`src/rtl/alu_share_arbiter_pkg.sv`:
```
// Shared definitions for the ALU sharing arbiter: ALU op codes, FSM state encoding
// and a small op-class helper.
package alu_pkg;

   localparam logic [3:0] ALU_AND  = 4'b0000;
   localparam logic [3:0] ALU_OR   = 4'b0001;
   localparam logic [3:0] ALU_ADD  = 4'b0010;
   localparam logic [3:0] ALU_XOR  = 4'b0011;
   localparam logic [3:0] ALU_SLL  = 4'b0100;
   localparam logic [3:0] ALU_SRL  = 4'b0101;
   localparam logic [3:0] ALU_SUB  = 4'b0110;
   localparam logic [3:0] ALU_SRA  = 4'b0111;
   localparam logic [3:0] ALU_SLT  = 4'b1000;
   localparam logic [3:0] ALU_SLTU = 4'b1001;

   typedef enum logic [1:0] {
      ST_IDLE = 2'b00,
      ST_EXEC = 2'b01,
      ST_RESP = 2'b10
   } arb_state_t;

   // Only arithmetic ops carry meaningful carry/overflow out of the ALU.
   function automatic logic is_addsub(input logic [3:0] op);
      return (op == ALU_ADD) || (op == ALU_SUB);
   endfunction

endpackage

```
`src/rtl/alu_share_arbiter_if.sv`:
```
// Requester, response and ALU-side signals of the ALU sharing arbiter.
// rsp_flags exists only when ALU_FLAG_RETURN_EN is defined.
interface alu_share_arbiter_if #(
   parameter int NUM_REQ = 2,
   parameter int XLEN    = 64
);
   logic [NUM_REQ-1:0]      req_valid;
   logic [NUM_REQ-1:0]      req_ready;
   logic [4*NUM_REQ-1:0]    req_op;
   logic [XLEN*NUM_REQ-1:0] req_rs1;
   logic [XLEN*NUM_REQ-1:0] req_rs2;
   logic [NUM_REQ-1:0]      rsp_valid;
   logic [NUM_REQ-1:0]      rsp_ready;
   logic [XLEN-1:0]         rsp_rd;
`ifdef ALU_FLAG_RETURN_EN
   logic [2:0]              rsp_flags;
`endif
   logic [XLEN-1:0]         alu_rs1;
   logic [XLEN-1:0]         alu_rs2;
   logic [3:0]              alu_control;
   logic [XLEN-1:0]         alu_rd;
   logic                    alu_zero;
   logic                    alu_carry;
   logic                    alu_overflow;
   logic                    busy;

   modport slave (
      input  req_valid, req_op, req_rs1, req_rs2, rsp_ready,
             alu_rd, alu_zero, alu_carry, alu_overflow,
      output req_ready, rsp_valid, rsp_rd, alu_rs1, alu_rs2, alu_control, busy
`ifdef ALU_FLAG_RETURN_EN
      , output rsp_flags
`endif
   );

   modport master (
      output req_valid, req_op, req_rs1, req_rs2, rsp_ready,
             alu_rd, alu_zero, alu_carry, alu_overflow,
      input  req_ready, rsp_valid, rsp_rd, alu_rs1, alu_rs2, alu_control, busy
`ifdef ALU_FLAG_RETURN_EN
      , input rsp_flags
`endif
   );

endinterface

```
`src/rtl/alu_share_arbiter_rr_arbiter.sv`:
```
// Round-robin pick: first asserted request at or after the pointer, wrapping.
// Produces the one-hot grant, its index and an any-request flag.
module rr_arbiter
   import alu_pkg::*;
#(
   parameter int NUM_REQ = 2,
   parameter int IW      = 1
) (
   input  logic [NUM_REQ-1:0] i_req,
   input  logic [IW-1:0]      i_ptr,
   output logic [NUM_REQ-1:0] o_grant,
   output logic [IW-1:0]      o_idx,
   output logic               o_any
);

   function automatic logic [IW-1:0] wrap_add(input logic [IW-1:0] base, input int ofs);
      int s;
      s = int'(base) + ofs;
      if (s >= NUM_REQ) s = s - NUM_REQ;
      return IW'(s);
   endfunction

   always_comb begin
      o_grant = '0;
      o_idx   = '0;
      o_any   = 1'b0;
      for (int k = 0; k < NUM_REQ; k++) begin
         if (!o_any && i_req[wrap_add(i_ptr, k)]) begin
            o_any                      = 1'b1;
            o_idx                      = wrap_add(i_ptr, k);
            o_grant[wrap_add(i_ptr, k)] = 1'b1;
         end
      end
   end

endmodule

```
`src/rtl/alu_share_arbiter.sv`:
```
// Shares one combinational ALU among NUM_REQ requesters: round-robin accept, one op in
// flight (IDLE -> EXEC -> RESP). Optional flag return under macro ALU_FLAG_RETURN_EN.
module alu_share_arbiter
   import alu_pkg::*;
#(
   parameter int NUM_REQ = 2,
   parameter int XLEN    = 64
) (
   input logic               clk,
   input logic               rst,
   alu_share_arbiter_if.slave bus
);

   localparam int IW = (NUM_REQ > 1) ? $clog2(NUM_REQ) : 1;

   arb_state_t         r_state;
   logic [IW-1:0]      r_ptr;
   logic [NUM_REQ-1:0] r_grant;
   logic [NUM_REQ-1:0] r_rsp_valid;
   logic [3:0]         r_op;
   logic [XLEN-1:0]    r_rs1;
   logic [XLEN-1:0]    r_rs2;
   logic [XLEN-1:0]    r_rd;
   logic               r_busy;

   logic [NUM_REQ-1:0] w_grant;
   logic [IW-1:0]      w_gidx;
   logic               w_any;
   logic               w_rsp_hs;

   rr_arbiter #(
      .NUM_REQ (NUM_REQ),
      .IW      (IW)
   ) u_rr (
      .i_req   (bus.req_valid),
      .i_ptr   (r_ptr),
      .o_grant (w_grant),
      .o_idx   (w_gidx),
      .o_any   (w_any)
   );

   assign w_rsp_hs      = |(r_rsp_valid & bus.rsp_ready);
   assign bus.req_ready = (r_state == ST_IDLE) ? w_grant : '0;
   assign bus.rsp_valid = r_rsp_valid;
   assign bus.rsp_rd    = r_rd;
   assign bus.alu_rs1   = r_rs1;
   assign bus.alu_rs2   = r_rs2;
   assign bus.alu_control = r_op;
   assign bus.busy      = r_busy;

`ifdef ALU_FLAG_RETURN_EN
   logic [2:0] r_flags;
   assign bus.rsp_flags = r_flags;
`else
   logic w_unused_flags;
   assign w_unused_flags = ^{bus.alu_zero, bus.alu_carry, bus.alu_overflow};
`endif

   // Operand regs are only rewritten on accept so the ALU inputs stay quiet when idle.
   always_ff @(posedge clk or posedge rst) begin
      if (rst) begin
         r_state     <= ST_IDLE;
         r_ptr       <= '0;
         r_grant     <= '0;
         r_rsp_valid <= '0;
         r_op        <= '0;
         r_rs1       <= '0;
         r_rs2       <= '0;
         r_rd        <= '0;
         r_busy      <= 1'b0;
`ifdef ALU_FLAG_RETURN_EN
         r_flags     <= '0;
`endif
      end else begin
         case (r_state)
            ST_IDLE: begin
               if (w_any) begin
                  r_op    <= bus.req_op[4*int'(w_gidx) +: 4];
                  r_rs1   <= bus.req_rs1[XLEN*int'(w_gidx) +: XLEN];
                  r_rs2   <= bus.req_rs2[XLEN*int'(w_gidx) +: XLEN];
                  r_grant <= w_grant;
                  r_ptr   <= (int'(w_gidx) == NUM_REQ-1) ? '0 : w_gidx + 1'b1;
                  r_busy  <= 1'b1;
                  r_state <= ST_EXEC;
               end
            end
            ST_EXEC: begin
               r_rd        <= bus.alu_rd;
               r_rsp_valid <= r_grant;
`ifdef ALU_FLAG_RETURN_EN
               r_flags     <= {is_addsub(r_op) & bus.alu_overflow,
                               is_addsub(r_op) & bus.alu_carry,
                               (bus.alu_rd == '0)};
`endif
               r_state     <= ST_RESP;
            end
            ST_RESP: begin
               if (w_rsp_hs) begin
                  r_rsp_valid <= '0;
                  r_rd        <= '0;
`ifdef ALU_FLAG_RETURN_EN
                  r_flags     <= '0;
`endif
                  r_busy      <= 1'b0;
                  r_state     <= ST_IDLE;
               end
            end
            default: begin
               r_rsp_valid <= '0;
               r_busy      <= 1'b0;
               r_state     <= ST_IDLE;
            end
         endcase
      end
   end

endmodule
```
`src/flat_wrapper.sv`:
```
// flat-port wrapper written by rule: the top's interface ports become plain ports
module alu_share_arbiter_flat import alu_pkg::*;
#(
   parameter int NUM_REQ = 2,
   parameter int XLEN    = 64
)
  (clk, rst, bus_req_valid, bus_req_op, bus_req_rs1, bus_req_rs2, bus_rsp_ready, bus_alu_rd, bus_alu_zero, bus_alu_carry, bus_alu_overflow, bus_req_ready, bus_rsp_valid, bus_rsp_rd, bus_alu_rs1, bus_alu_rs2, bus_alu_control, bus_busy);
  alu_share_arbiter_if #(.NUM_REQ(NUM_REQ), .XLEN(XLEN)) bus_i ();
  input logic clk;
  input logic rst;
  input wire logic [$bits(bus_i.req_valid)-1:0] bus_req_valid;
  input wire logic [$bits(bus_i.req_op)-1:0] bus_req_op;
  input wire logic [$bits(bus_i.req_rs1)-1:0] bus_req_rs1;
  input wire logic [$bits(bus_i.req_rs2)-1:0] bus_req_rs2;
  input wire logic [$bits(bus_i.rsp_ready)-1:0] bus_rsp_ready;
  input wire logic [$bits(bus_i.alu_rd)-1:0] bus_alu_rd;
  input wire logic [$bits(bus_i.alu_zero)-1:0] bus_alu_zero;
  input wire logic [$bits(bus_i.alu_carry)-1:0] bus_alu_carry;
  input wire logic [$bits(bus_i.alu_overflow)-1:0] bus_alu_overflow;
  output wire logic [$bits(bus_i.req_ready)-1:0] bus_req_ready;
  output wire logic [$bits(bus_i.rsp_valid)-1:0] bus_rsp_valid;
  output wire logic [$bits(bus_i.rsp_rd)-1:0] bus_rsp_rd;
  output wire logic [$bits(bus_i.alu_rs1)-1:0] bus_alu_rs1;
  output wire logic [$bits(bus_i.alu_rs2)-1:0] bus_alu_rs2;
  output wire logic [$bits(bus_i.alu_control)-1:0] bus_alu_control;
  output wire logic [$bits(bus_i.busy)-1:0] bus_busy;
  assign bus_i.req_valid = bus_req_valid;
  assign bus_i.req_op = bus_req_op;
  assign bus_i.req_rs1 = bus_req_rs1;
  assign bus_i.req_rs2 = bus_req_rs2;
  assign bus_i.rsp_ready = bus_rsp_ready;
  assign bus_i.alu_rd = bus_alu_rd;
  assign bus_i.alu_zero = bus_alu_zero;
  assign bus_i.alu_carry = bus_alu_carry;
  assign bus_i.alu_overflow = bus_alu_overflow;
  assign bus_req_ready = bus_i.req_ready;
  assign bus_rsp_valid = bus_i.rsp_valid;
  assign bus_rsp_rd = bus_i.rsp_rd;
  assign bus_alu_rs1 = bus_i.alu_rs1;
  assign bus_alu_rs2 = bus_i.alu_rs2;
  assign bus_alu_control = bus_i.alu_control;
  assign bus_busy = bus_i.busy;
  alu_share_arbiter #(.NUM_REQ(NUM_REQ), .XLEN(XLEN)) u_core (.clk(clk), .rst(rst), .bus(bus_i));
endmodule
```
`config.mk`:
```
export PLATFORM = sky130hd
export DESIGN_NAME = alu_share_arbiter_flat
export DESIGN_NICKNAME = d
export VERILOG_FILES = /design/src/rtl/alu_share_arbiter_pkg.sv /design/src/rtl/alu_share_arbiter_if.sv /design/src/rtl/alu_share_arbiter_rr_arbiter.sv /design/src/rtl/alu_share_arbiter.sv /design/src/flat_wrapper.sv
export SDC_FILE = /design/constraint.sdc
export NUM_CORES = 1
export LEC_CHECK = 0
export BUFFER_PORTS_ARGS = -buffer_cell sky130_fd_sc_hd__buf_2
export CAP_MARGIN = 20
export CORE_AREA = 5 5 208 210
export CTS_CLUSTER_SIZE = 25
export DETAILED_ROUTE_END_ITERATION = 10
export DIE_AREA = 0 0 213 215
export PLACE_DENSITY = 0.56
export SLEW_MARGIN = 10
export SYNTH_ARGS = -nofsm -noshare
export SYNTH_HDL_FRONTEND = slang
export SYNTH_SLANG_ARGS = --single-unit
export TNS_END_PERCENT = 1
```
`constraint.sdc`:
```
create_clock -name clk -period 9.15 [get_ports clk]
set_input_delay 1.83 -clock clk [delete_from_list [all_inputs] [get_ports clk]]
set_output_delay 1.83 -clock clk [all_outputs]
set_load 0.02 [all_outputs]
```
==> metrics.txt <==
status finished, final reports clean; Core Region about 41000 um2; Vert. Die Dim 215 um; hold path start u_core.r_grant[1]; commonest non-fill, non-tap cell in the layout buf_2; largest area contributor in the netlist dfrtp_1; WHS Endpoint u_core.r_grant[1]; clk buf depth 3; Worst Tran Pin Value approximately 0.88 ns; TritonCTS clock tree done; first-pass GRT wire length between 40000 and 50000 um; Setup-failing EPs final 0; CTS clk-pin slew, worst paths about 0.060 ns; setup slack after layout 4.31 ns; Via Count slightly below 8000; crit path from bus_req_valid[1]; cells on worst reg2reg path 4; drt first-iter violations 490; TritonRoute pass-1 iters 5; RSZ-0062 raised after global routing no; Worst slew margin 0.412; Leak 6.27 nW; Place WS 4.24 ns; WL/cell 18.9 um; DR vias/cell between 4 and 5; Synth cell types 21; Worst-Skew Late Latency 0.52 ns; Post-Syn Instances 632; most frequent cells in the layout buf_2, dfrtp_1, o21a_1, a221o_1, a22o_1; Port Buf Inserts approximately 530; layout cells sized above 1 0.510; Seq/Total Area, Yosys 0.598; Die Area about 46000 um2; total CTS buffers 24; Peak VDD IR 0.163 mV; WL final 31800 um; Placer Congestion 0.781; number of global-route vias before repair approximately 8300; Avg Inst Size Synth ~14 um2; Layout fillers 4347; nets 1465; crit path kind primary input to primary output; Setup crit end kind primary output; Finished Layout Cells approximately 1700; post-CTS resize count 0; DRT antenna net count 0; top-level I/O count 538; Initial Util 0.206; crit-path max FO 65; H-Tree Depth 1; Switching Fraction 0.415; hold buffer count at CTS 0; root buf cell clkbuf_16; Reg power frac 0.332; Int Power 2.81 mW; Clock Sinks about 200; Setup Skew 0.0151 ns; top-area cell type share of the netlist area 0.598; max-slew violations 0; Worst EP arrival approximately 3 ns; post-CTS setup repair buffer count 0; largest net degree at the start of global routing 81; Die Span X 213 um; MaxCap Viol Count 0; DRC viols 0; DP Area 11600 um2; reg-to-reg slack, setup 6.52 ns; PwrDens 389 nW/um2; Hold Path Depth 1; FF+latch count, synth 204; total track usage 0.131; placed cells ~1600; Post-Syn Nets 969; Syn-to-layout area delta 44.5%; post-layout min period between 4 and 5 ns; Total Power 4.80 mW; Rows 75; setup TNS 0 ns; worst r2r src u_core.r_state[1]; HPWL reported at the end of detailed placement around 23000 um; Final Cell Area 12300 um2; Ys Warns 0; final count of hold timing violations 0; CP startpoint kind primary input; CP required 7.32 ns; Clock power frac 0.186; total gr overflow 0; fmax about 210 MHz; initial antenna violation count 1; r2r endpoint u_core.bus.alu_control[1]; fin crit share 0.529; Net Sw Power 1.99 mW; ranking of synthesized cells by area dfrtp_1, a221o_1, o21a_1; Comb pwr share 0.483; Post-Syn Area 8540 um2; Hold WC Path Type flop to flop
## state kept, by name, summed over array words and instances (netlist names)
name,count
u_core.r_state,2
u_core.bus.alu_rs1,64
u_core.bus.alu_control,4
u_core.r_ptr,1
u_core.bus.rsp_valid,2
u_core.bus.alu_rs2,64
u_core.r_grant,2
u_core.bus.busy,1
u_core.bus.rsp_rd,64
## kinds of logic after synthesis
logic type | Yosys count | share of synthesized area
and+or+nand+nor | 11 | 0.00660
AOI/OAI and AO/OA | 339 | 0.346
muxes | 2 | 0.00235
DFF | 204 | 0.598
buffers and inverters | 76 | 0.0471
## per-layer routing
metal | wire [um] | track usage | up-vias
li1 | - | - | 3532
met1 | 12300 | 0.163 | 3834
met2 | 15000 | 0.217 | 420
met3 | 3250 | 0.0363 | 61
met4 | 1200 | 0.0495 | 0
met5 | 0 | 0 | -
## power groups by stage
stage	Combinational, mW	Sequential [mW]	Clock [mW]
floorplan	1.10	2.07	0
global placement	2.33	1.59	0
detailed placement	2.36	1.60	0
CTS	2.36	1.59	0.931
global route	2.50	1.65	0.958
finish	2.32	1.59	0.892
## cell usage after synthesis, drive strengths merged
library cell,count
a22o,65
a21oi,1
mux2i,2
nand2b,1
nand2,3
or2,1
a221o,132
nor2b,2
o21ai,3
a2bb2oi,1
a21o,4
dfrtp,204
a221oi,1
o21a,132
nor2,2
inv,3
and3,2
clkbuf,36
buf,37
## critical path, cell delays in order
cell	delay, ns
buf_2	0.13
nand2_1	0.07
and3_4	0.67
buf_2	0.30
## layout make-up
type / count / area [um2] / area share
Inverter: 3 / 18.8 / 0.00152
Tap cell: 539 / 674 / 0.0547
Multi-Input combinational cell: 352 / 3060 / 0.248
Sequential cell: 204 / 5100 / 0.414
Antenna cell: 1 / 2.50 / 0.000203
Clock inverter: 4 / 31.3 / 0.00254
Clock buffer: 37 / 699 / 0.0567
Timing Repair Buffer: 543 / 2740 / 0.222
## how the worst max path moves through the flow
| stage | end | slack [ns] | cells after the start |
|---|---|---|---|
| final | bus_req_ready[0] | 4.31 | 4 |
| after global routing | bus_req_ready[0] | 4.19 | 4 |
| after CTS | bus_req_ready[0] | 4.23 | 4 |
| after detailed placement | bus_req_ready[0] | 4.24 | 4 |
| after global placement | bus_req_ready[0] | 4.25 | 4 |
| after floorplan | u_core.bus.alu_control[0] | 1.75 | 1 |
## stage by stage
step                      hold slack, ns  utilization
after floorplan                    0.450            -
after global placement             0.461        0.280
after detailed placement           0.468        0.280
after CTS                          0.481        0.298
after global routing               0.508        0.298
final                              0.480        0.298
Power figures use the tool's default switching activity.
